## src/rtl/and_add_flag_unit_pkg.sv

```systemverilog
// Shared definitions for the AND/ADD execute slice: widths, flag bit positions,
// operand-size and operation codes.
package and_add_flag_unit_pkg;

    localparam int unsigned DataW = 32;
    localparam int unsigned FlagW = 6;

    localparam int unsigned FlagCf = 0;
    localparam int unsigned FlagPf = 1;
    localparam int unsigned FlagAf = 2;
    localparam int unsigned FlagZf = 3;
    localparam int unsigned FlagSf = 4;
    localparam int unsigned FlagOf = 5;

    // Code 2'b11 is not architecturally defined and is handled like 32-bit.
    typedef enum logic [1:0] {
        Sz8     = 2'b00,
        Sz16    = 2'b01,
        Sz32    = 2'b10,
        Sz32Alt = 2'b11
    } op_size_e;

    typedef enum logic {
        OpAnd = 1'b0,
        OpAdd = 1'b1
    } op_e;

    function automatic logic even_parity(input logic [7:0] byte_i);
        return ~^byte_i;
    endfunction

endpackage

```

## src/rtl/and_add_flag_unit_flag_calc.sv

```systemverilog
// Combinational x86-style status flag generation for the selected operand size.
module and_add_flag_unit_flag_calc
    import and_add_flag_unit_pkg::*;
(
    input  logic [DataW-1:0] a_i,
    input  logic [DataW-1:0] b_i,
    input  logic [DataW-1:0] s_i,
    input  logic             c4_i,
    input  logic             c8_i,
    input  logic             c16_i,
    input  logic             c32_i,
    input  op_size_e         op_size_i,
    input  logic             is_add_i,
    output logic [FlagW-1:0] flags_o
);

    logic a_msb;
    logic b_msb;
    logic s_msb;
    logic slice_zero;
    logic size_carry;

    always_comb begin
        a_msb      = a_i[31];
        b_msb      = b_i[31];
        s_msb      = s_i[31];
        slice_zero = (s_i == '0);
        size_carry = c32_i;
        case (op_size_i)
            Sz8: begin
                a_msb      = a_i[7];
                b_msb      = b_i[7];
                s_msb      = s_i[7];
                slice_zero = (s_i[7:0] == 8'h00);
                size_carry = c8_i;
            end
            Sz16: begin
                a_msb      = a_i[15];
                b_msb      = b_i[15];
                s_msb      = s_i[15];
                slice_zero = (s_i[15:0] == 16'h0000);
                size_carry = c16_i;
            end
            default: begin
            end
        endcase
    end

    always_comb begin
        flags_o         = '0;
        // Parity always looks at the low byte, whatever the operand size.
        flags_o[FlagPf] = even_parity(s_i[7:0]);
        flags_o[FlagZf] = slice_zero;
        flags_o[FlagSf] = s_msb;
        if (is_add_i) begin
            flags_o[FlagCf] = size_carry;
            flags_o[FlagAf] = c4_i;
            flags_o[FlagOf] = (a_msb == b_msb) && (s_msb != a_msb);
        end
    end

    // Only the sign bits of the operands matter for overflow.
    logic unused_operand_bits;
    assign unused_operand_bits = ^{a_i[30:16], a_i[14:8], a_i[6:0],
                                   b_i[30:16], b_i[14:8], b_i[6:0]};

endmodule

```

## src/rtl/and_add_flag_unit.sv

```systemverilog
// Execute-stage slice: 32-bit AND or ADD with sized status flags, one-cycle
// registered result, flags and valid.
module and_add_flag_unit
    import and_add_flag_unit_pkg::*;
(
    input  logic             clk,
    input  logic             rst,
    input  logic             valid_in,
    input  logic             op_sel,
    input  logic [1:0]       op_size,
    input  logic [DataW-1:0] sr1,
    input  logic [DataW-1:0] sr2,
    output logic [DataW-1:0] res,
    output logic [FlagW-1:0] flags,
    output logic             valid_out
);

    logic [DataW-1:0] res_d, res_q;
    logic [FlagW-1:0] flags_d, flags_q;
    logic             valid_d, valid_q;

    logic [DataW-1:0] and_res;
    logic [DataW-1:0] add_res;
    logic             c4, c8, c16, c32;
    logic             is_add;

    assign and_res = sr1 & sr2;
    assign is_add  = (op_e'(op_sel) == OpAdd);

    // Adder split at the flag boundaries so the intermediate carries are visible.
    logic [4:0]  sum_n0;
    logic [4:0]  sum_n1;
    logic [8:0]  sum_b1;
    logic [16:0] sum_hw;

    always_comb begin
        sum_n0  = {1'b0, sr1[3:0]} + {1'b0, sr2[3:0]};
        c4      = sum_n0[4];
        sum_n1  = {1'b0, sr1[7:4]} + {1'b0, sr2[7:4]} + {4'b0, c4};
        c8      = sum_n1[4];
        sum_b1  = {1'b0, sr1[15:8]} + {1'b0, sr2[15:8]} + {8'b0, c8};
        c16     = sum_b1[8];
        sum_hw  = {1'b0, sr1[31:16]} + {1'b0, sr2[31:16]} + {16'b0, c16};
        c32     = sum_hw[16];
        add_res = {sum_hw[15:0], sum_b1[7:0], sum_n1[3:0], sum_n0[3:0]};
    end

    always_comb begin
        res_d   = is_add ? add_res : and_res;
        valid_d = valid_in;
    end

    and_add_flag_unit_flag_calc u_flag_calc (
        .a_i       (sr1),
        .b_i       (sr2),
        .s_i       (res_d),
        .c4_i      (c4),
        .c8_i      (c8),
        .c16_i     (c16),
        .c32_i     (c32),
        .op_size_i (op_size_e'(op_size)),
        .is_add_i  (is_add),
        .flags_o   (flags_d)
    );

    // Captures every edge; valid only tags the data, it never gates it.
    always_ff @(posedge clk or posedge rst) begin
        if (rst) begin
            res_q   <= '0;
            flags_q <= '0;
            valid_q <= 1'b0;
        end else begin
            res_q   <= res_d;
            flags_q <= flags_d;
            valid_q <= valid_d;
        end
    end

    assign res       = res_q;
    assign flags     = flags_q;
    assign valid_out = valid_q;

endmodule

```

## config.mk

```make
export PLATFORM = sky130hd
export DESIGN_NAME = and_add_flag_unit
export DESIGN_NICKNAME = d
export VERILOG_FILES = /design/src/rtl/and_add_flag_unit_pkg.sv /design/src/rtl/and_add_flag_unit_flag_calc.sv /design/src/rtl/and_add_flag_unit.sv
export SDC_FILE = /design/constraint.sdc
export NUM_CORES = 1
export LEC_CHECK = 0
export CAP_MARGIN = 10
export CELL_PAD_IN_SITES_DETAIL_PLACEMENT = 2
export CELL_PAD_IN_SITES_GLOBAL_PLACEMENT = 2
export CORE_ASPECT_RATIO = 1.75
export CORE_MARGIN = 5
export CORE_UTILIZATION = 28
export CTS_CLUSTER_SIZE = 14
export DETAILED_ROUTE_END_ITERATION = 8
export MAX_ROUTING_LAYER = met4
export PLACE_DENSITY = 0.9
export SYNTH_ARGS = -nofsm -noshare
export SYNTH_HDL_FRONTEND = slang
export SYNTH_SLANG_ARGS = --single-unit
export TNS_END_PERCENT = 1
```

## constraint.sdc

```tcl
create_clock -name clk -period 1.6 [get_ports clk]
set_clock_uncertainty 0.05 [all_clocks]
set_input_delay 0.24 -clock clk [delete_from_list [all_inputs] [get_ports clk]]
set_output_delay 0.24 -clock clk [all_outputs]
set_load 0.005 [all_outputs]
```

# Yosys cells after proc, flatten, opt, wreduce, memory -nomap -nowiden
# Cells that the tools add are included.
# op_classes
addsub,7
reduce_logical,6
n_eq_ne,3
n_bitwise,1
n_mux,9
# op_table
cell,count
AND 32 bit,1
logical NOT 32 bit,1
two-way mux 32 bit,1
adder 16 x 16 -> 17 bit,1
adder 17 x 1 -> 17 bit,1
logical NOT 16 bit,1
adder 4 x 4 -> 5 bit,2
case mux 1 bit (2 select lines),5
adder 8 x 8 -> 9 bit,1
adder 9 x 1 -> 9 bit,1
logical NOT 8 bit,1
XNOR reduction 8 bit,1
adder 5 x 1 -> 5 bit,1
two-way mux 1 bit,3
"equality test 2 x 1 -> 1 bit, second input constant",1
logical NOT 2 bit,1
equality test 1 bit,1
logical AND 1 bit,1
!= test 1 bit,1
# totals
elab_cells,29
ff_bits,39
input_bits,70

# Logic depth before layout (Yosys ltp)
# depth
word_depth,9
ltp_mapped,28
ltp_nobuf,28

# By module
# From an unflattened synthesis, not the netlist that was laid out.
# hier_totals
cells_unflattened,340
area_unflattened_um2,3210.6
# by_module_without_submodules
mod,cells_per_inst,instances,area_each_um2
and_add_flag_unit,294,1,2886.5
and_add_flag_unit_flag_calc,46,1,324.1

# Least setup slack after synthesis
# OpenSTA, ideal clock, no wires.
# synth_path
kind,input port to flip-flop
start,input port sr1[0]
end,"register flags_q[3], in the netlist flags[3]"
t_required_ns,1.473
path_stages,28
setup_slack_ns,-4.049
arrival_time_ns,5.522
cell_sequence,ha_1 inv_1 fa_1 inv_1 a21o_1 a21oi_1 fa_1 fa_1 nor2b_1 o21ai_0 nand2b_1 fa_1 fa_1 a211oi_1 o21bai_1 a21oi_1 o21bai_1 a21oi_1 fa_1 fa_1 nor2b_1 o311a_4 o2111ai_2 o211ai_2 or4b_1 nor4_1 nand3_1 a21oi_1
# synth_between
elab_chain_len,7
word_cells_on_any_way,10
classes_between,4 x add/sub; 2 x mux; 1 x bitwise; 3 x reduce/logical
# synth_rtl
item,line,source
"start, declared",and_add_flag_unit.sv:11,"input logic [DataW-1:0] sr1,"
adder 4 x 4 -> 5 bit,and_add_flag_unit.sv:37,"sum_n0 = {1'b0, sr1[3:0]} + {1'b0, sr2[3:0]};"
adder 5 x 1 -> 5 bit,and_add_flag_unit.sv:39,"sum_n1 = {1'b0, sr1[7:4]} + {1'b0, sr2[7:4]} + {4'b0, c4};"
adder 9 x 1 -> 9 bit,and_add_flag_unit.sv:41,"sum_b1 = {1'b0, sr1[15:8]} + {1'b0, sr2[15:8]} + {8'b0, c8};"
adder 17 x 1 -> 17 bit,and_add_flag_unit.sv:43,"sum_hw = {1'b0, sr1[31:16]} + {1'b0, sr2[31:16]} + {16'b0, c16};"
two-way mux 32 bit,and_add_flag_unit.sv:49,res_d = is_add ? add_res : and_res;
net res_d[22],and_add_flag_unit.sv:18,"logic [DataW-1:0] res_d, res_q;"
logical NOT 32 bit,and_add_flag_unit_flag_calc.sv:27,slice_zero = (s_i == '0);
case mux 1 bit (2 select lines),and_add_flag_unit_flag_calc.sv:29,case (op_size_i)
net flags_d[3],and_add_flag_unit.sv:19,"logic [FlagW-1:0] flags_d, flags_q;"
"end signal, assigned",and_add_flag_unit.sv:74,flags_q <= flags_d;
"end, declared",and_add_flag_unit.sv:19,
# The timed path passes the listed nets, and every way through them passes these cells.

# Final worst setup path
# layout_path
start,input port sr2[2]
end,"register flags_q[3], in the netlist flags[3]"
# layout_between
elab_chain_len,7
word_cells_on_any_way,10
classes_between,4 x add/sub; 2 x mux; 1 x bitwise; 3 x reduce/logical
# layout_rtl
item,line,source
"start, declared",and_add_flag_unit.sv:12,"input logic [DataW-1:0] sr2,"
adder 4 x 4 -> 5 bit,and_add_flag_unit.sv:37,
adder 5 x 1 -> 5 bit,and_add_flag_unit.sv:39,
adder 9 x 1 -> 9 bit,and_add_flag_unit.sv:41,
adder 17 x 1 -> 17 bit,and_add_flag_unit.sv:43,
two-way mux 32 bit,and_add_flag_unit.sv:49,
net res_d[22],and_add_flag_unit.sv:18,
logical NOT 32 bit,and_add_flag_unit_flag_calc.sv:27,
case mux 1 bit (2 select lines),and_add_flag_unit_flag_calc.sv:29,
net flags_d[3],and_add_flag_unit.sv:19,
# The timed path passes the listed nets, and every way through them passes these cells.

==> metrics.txt <==
run status=finished, violations left; failing checks=negative setup slack; # placed instances=743; pwr/cell area=796.6 mW/mm²; setup slack after placement=-5.007 ns; asr flop ratio synth=100.0%; Slew @ Worst Pin=0.6469 ns; Final Hold Fails=0; number of vias in the routed layout=4440; switching share of total power=38.63%; max-capacitance violation count=0; portion of synthesized cell area occupied by the leading cell type=28.67%; portion of total power attributed to combinational logic=54.2%; final net count=729; wire length of the first global-routing pass=33970 µm; internal power of the cells=3.070 mW; non-filler cells in the finished layout=782; cell leakage power=2.853 nW; main area contributors after synthesis=sky130_fd_sc_hd__dfrtp_1, sky130_fd_sc_hd__ha_1, sky130_fd_sc_hd__fa_1; Antenna diodes=0; Yosys top cell by area=sky130_fd_sc_hd__dfrtp_1; DP HPWL=15410 µm; final setup vio count=33; largest voltage drop on the vdd net=0.7547 mV; via density per instance=5.678; prevailing post-synth register cell=sky130_fd_sc_hd__dfrtp_1; First-pass DRT Iterations=5; # IOs=109; slowest cell delay on critical path=0.53 ns; count of nets left with antenna violations after detail routing=0; CP required=1.78 ns; cell at the root of the clock tree=sky130_fd_sc_hd__clkbuf_16; Port-buffer cells=108; count of cell types in the netlist=61; portion of total power attributed to the clock network=21.9%; worst setup slack after layout=-4.506 ns; post-DR wirelength/cell=31.87 µm; worst slew margin relative to its limit=56.42%; Horiz. Die Dim=93.36 µm; path class of the lowest-slack min-delay path=in2async; part of the Yosys area used for sequential elements=28.67%; GRT Util Overall=33.16%; most common cell in the synthesized netlist=sky130_fd_sc_hd__dfrtp_1; placeable core region=0.01200 mm²; final routed DRC violation total=0; most repeated library cell on the critical path=sky130_fd_sc_hd__fa_2; number of clock buffers inserted by TritonCTS=5; gp weighted congestion=0.9117; post-CTS clock slew at the launch and capture registers of the worst setup and hold paths=0.07 ns; area growth from synthesis to final layout=84.45%; number of enable-type register cells in the synthesized netlist=0; Worst Hold Margin=0.2949 ns; category of the most critical setup path=in2reg; clock sink total=39; startpoint class of the critical path=input port; Die Outline Area=0.01455 mm²; post-layout utilization of the core=52.32%; power share of the sequential group=23.9%; yosys synthesis warning count=0; crit path buf inv count=1; number of hold-repair buffers added at the cts stage=0; Synth Net Count=487; via count of the first global-routing pass=5283; setup repair after global routing missed its margin=yes; Initial Util=28.36%; initial antenna violation count=0; mean area per synthesized cell=9.103 µm²; commonest cells in the netlist=sky130_fd_sc_hd__dfrtp_1, sky130_fd_sc_hd__ha_1, sky130_fd_sc_hd__nand2_1; Die H=155.9 µm; area of the mapped netlist=0.003405 mm²; critical path arrival=6.29 ns; post-synthesis sequential element count=39; maximum level of the CTS H-tree=2; Period Utilization, post-route=381.6%; DRT Wirelength=24920 µm; sum of overflow across all layers after global routing=0; standard cell with the maximum stage delay on the critical path=sky130_fd_sc_hd__or4b_4; cell family with most CP delay=compound AO/OA/AOI/OAI gates; total count of max-transition violations in the final report=0; critical path endpoint category=flip-flop; largest driver fanout on the critical path=3; Gate Count Post-Synth=374; power spent charging and discharging nets=1.933 mW; highest achievable clock rate=163.8 MHz; pin count of the biggest net entering global routing=40; DR iter-0 viols=250; fraction of layout instances using a drive strength above 1=39.06%; Longest Clk Path Bufs=2; Site Rows=53; PnR Total Power=5.003 mW; TritonCTS clock tree=built; time the worst path needs with I/O delays and setup=6.106 ns
[power by group through the flow]
| stage | Sequential (mW) | Combinational (mW) | Clock, mW |
|---|---|---|---|
| 5_1_grt | 1.20 | 2.81 | 1.15 |
| 3_5_place_dp | 1.21 | 2.09 | 0 |
| 6_report | 1.19 | 2.71 | 1.10 |
| 4_1_cts | 1.19 | 2.34 | 1.07 |
| 2_1_floorplan | 1.20 | 0.825 | 0 |
| 3_3_place_gp | 1.20 | 1.89 | 0 |
[state kept, by name, summed over array words and instances (netlist names)]
name	flops
flags	6
valid_out	1
res	32
[metrics by stage]
stage	TNS, ns	area, µm²
6_report	-96.32	6280
5_1_grt	-100.07	6280
4_1_cts	-88.81	6030
2_1_floorplan	-76.48	3457
3_3_place_gp	-105.55	5475
3_5_place_dp	-118.43	5475
[metal layers]
metal	global-route usage, %	part of all wire [%]
met1	29.69	32
met2	61.64	54
met3	4.440	4.4
met4	24.53	9.1
met5	-	0
[repair_timing]
action	in CTS	in global routing
pin swaps	43	34
setup endpoints to repair	36	34
resized for setup	66	39
setup buffers	26	5
[logic make-up (layout without fill, tap and decap cells)]
kind of cell	after synthesis	count (layout)	synth area share, %
compound gates	113	113	23.23
xor+xnor	13	13	3.344
fa+ha+maj	43	43	17.35
buf+inv	46	289	7.092
flops	39	39	28.67
mux	13	13	4.043
simple gates	107	107	16.28
[final cells by class]
class	count	area [µm²]
inverters	27	103.9
multi-input cells	289	2643
well taps	165	206.4
flip-flops and latches	39	975.9
clock buffers	5	125.1
clock inverters	3	20.02
fillers	1212	5723
repair buffers	254	2206
[final timing paths]
kind / end / start / cells past startpoint / slack, ns
max: flags[3] / sr2[2] / 26 / -4.51
min: res[17] / rst / 3 / 0.29
max in group asynchronous: flags[5] / rst / 3 / 0.96
min in group clk: res[0] / sr2[0] / 4 / 0.31
[layout by cell type (no fill, tap or decap), drive strengths merged, types with 4 or more instances in the layout]
master         netlist  layout
ha                  36      36
nand4                5       5
o21bai               4       4
dfrtp               39      39
clkdlybuf4s50        0      99
nand3                6       6
mux2                 6       6
nor2b                7       7
or3                  7       7
nand2               27      27
nor3                13      13
o21ai               25      25
a21oi               23      23
o211ai               5       5
nor2                22      22
mux2i                7       7
a31oi                4       4
a211oi               8       8
inv                 26      25
a21o                13      13
o21a                 8       8
xnor2               12      12
clkbuf              14       6
fa                   7       7
buf                  5     150
No activity file was read; power rests on OpenSTA's default activity.
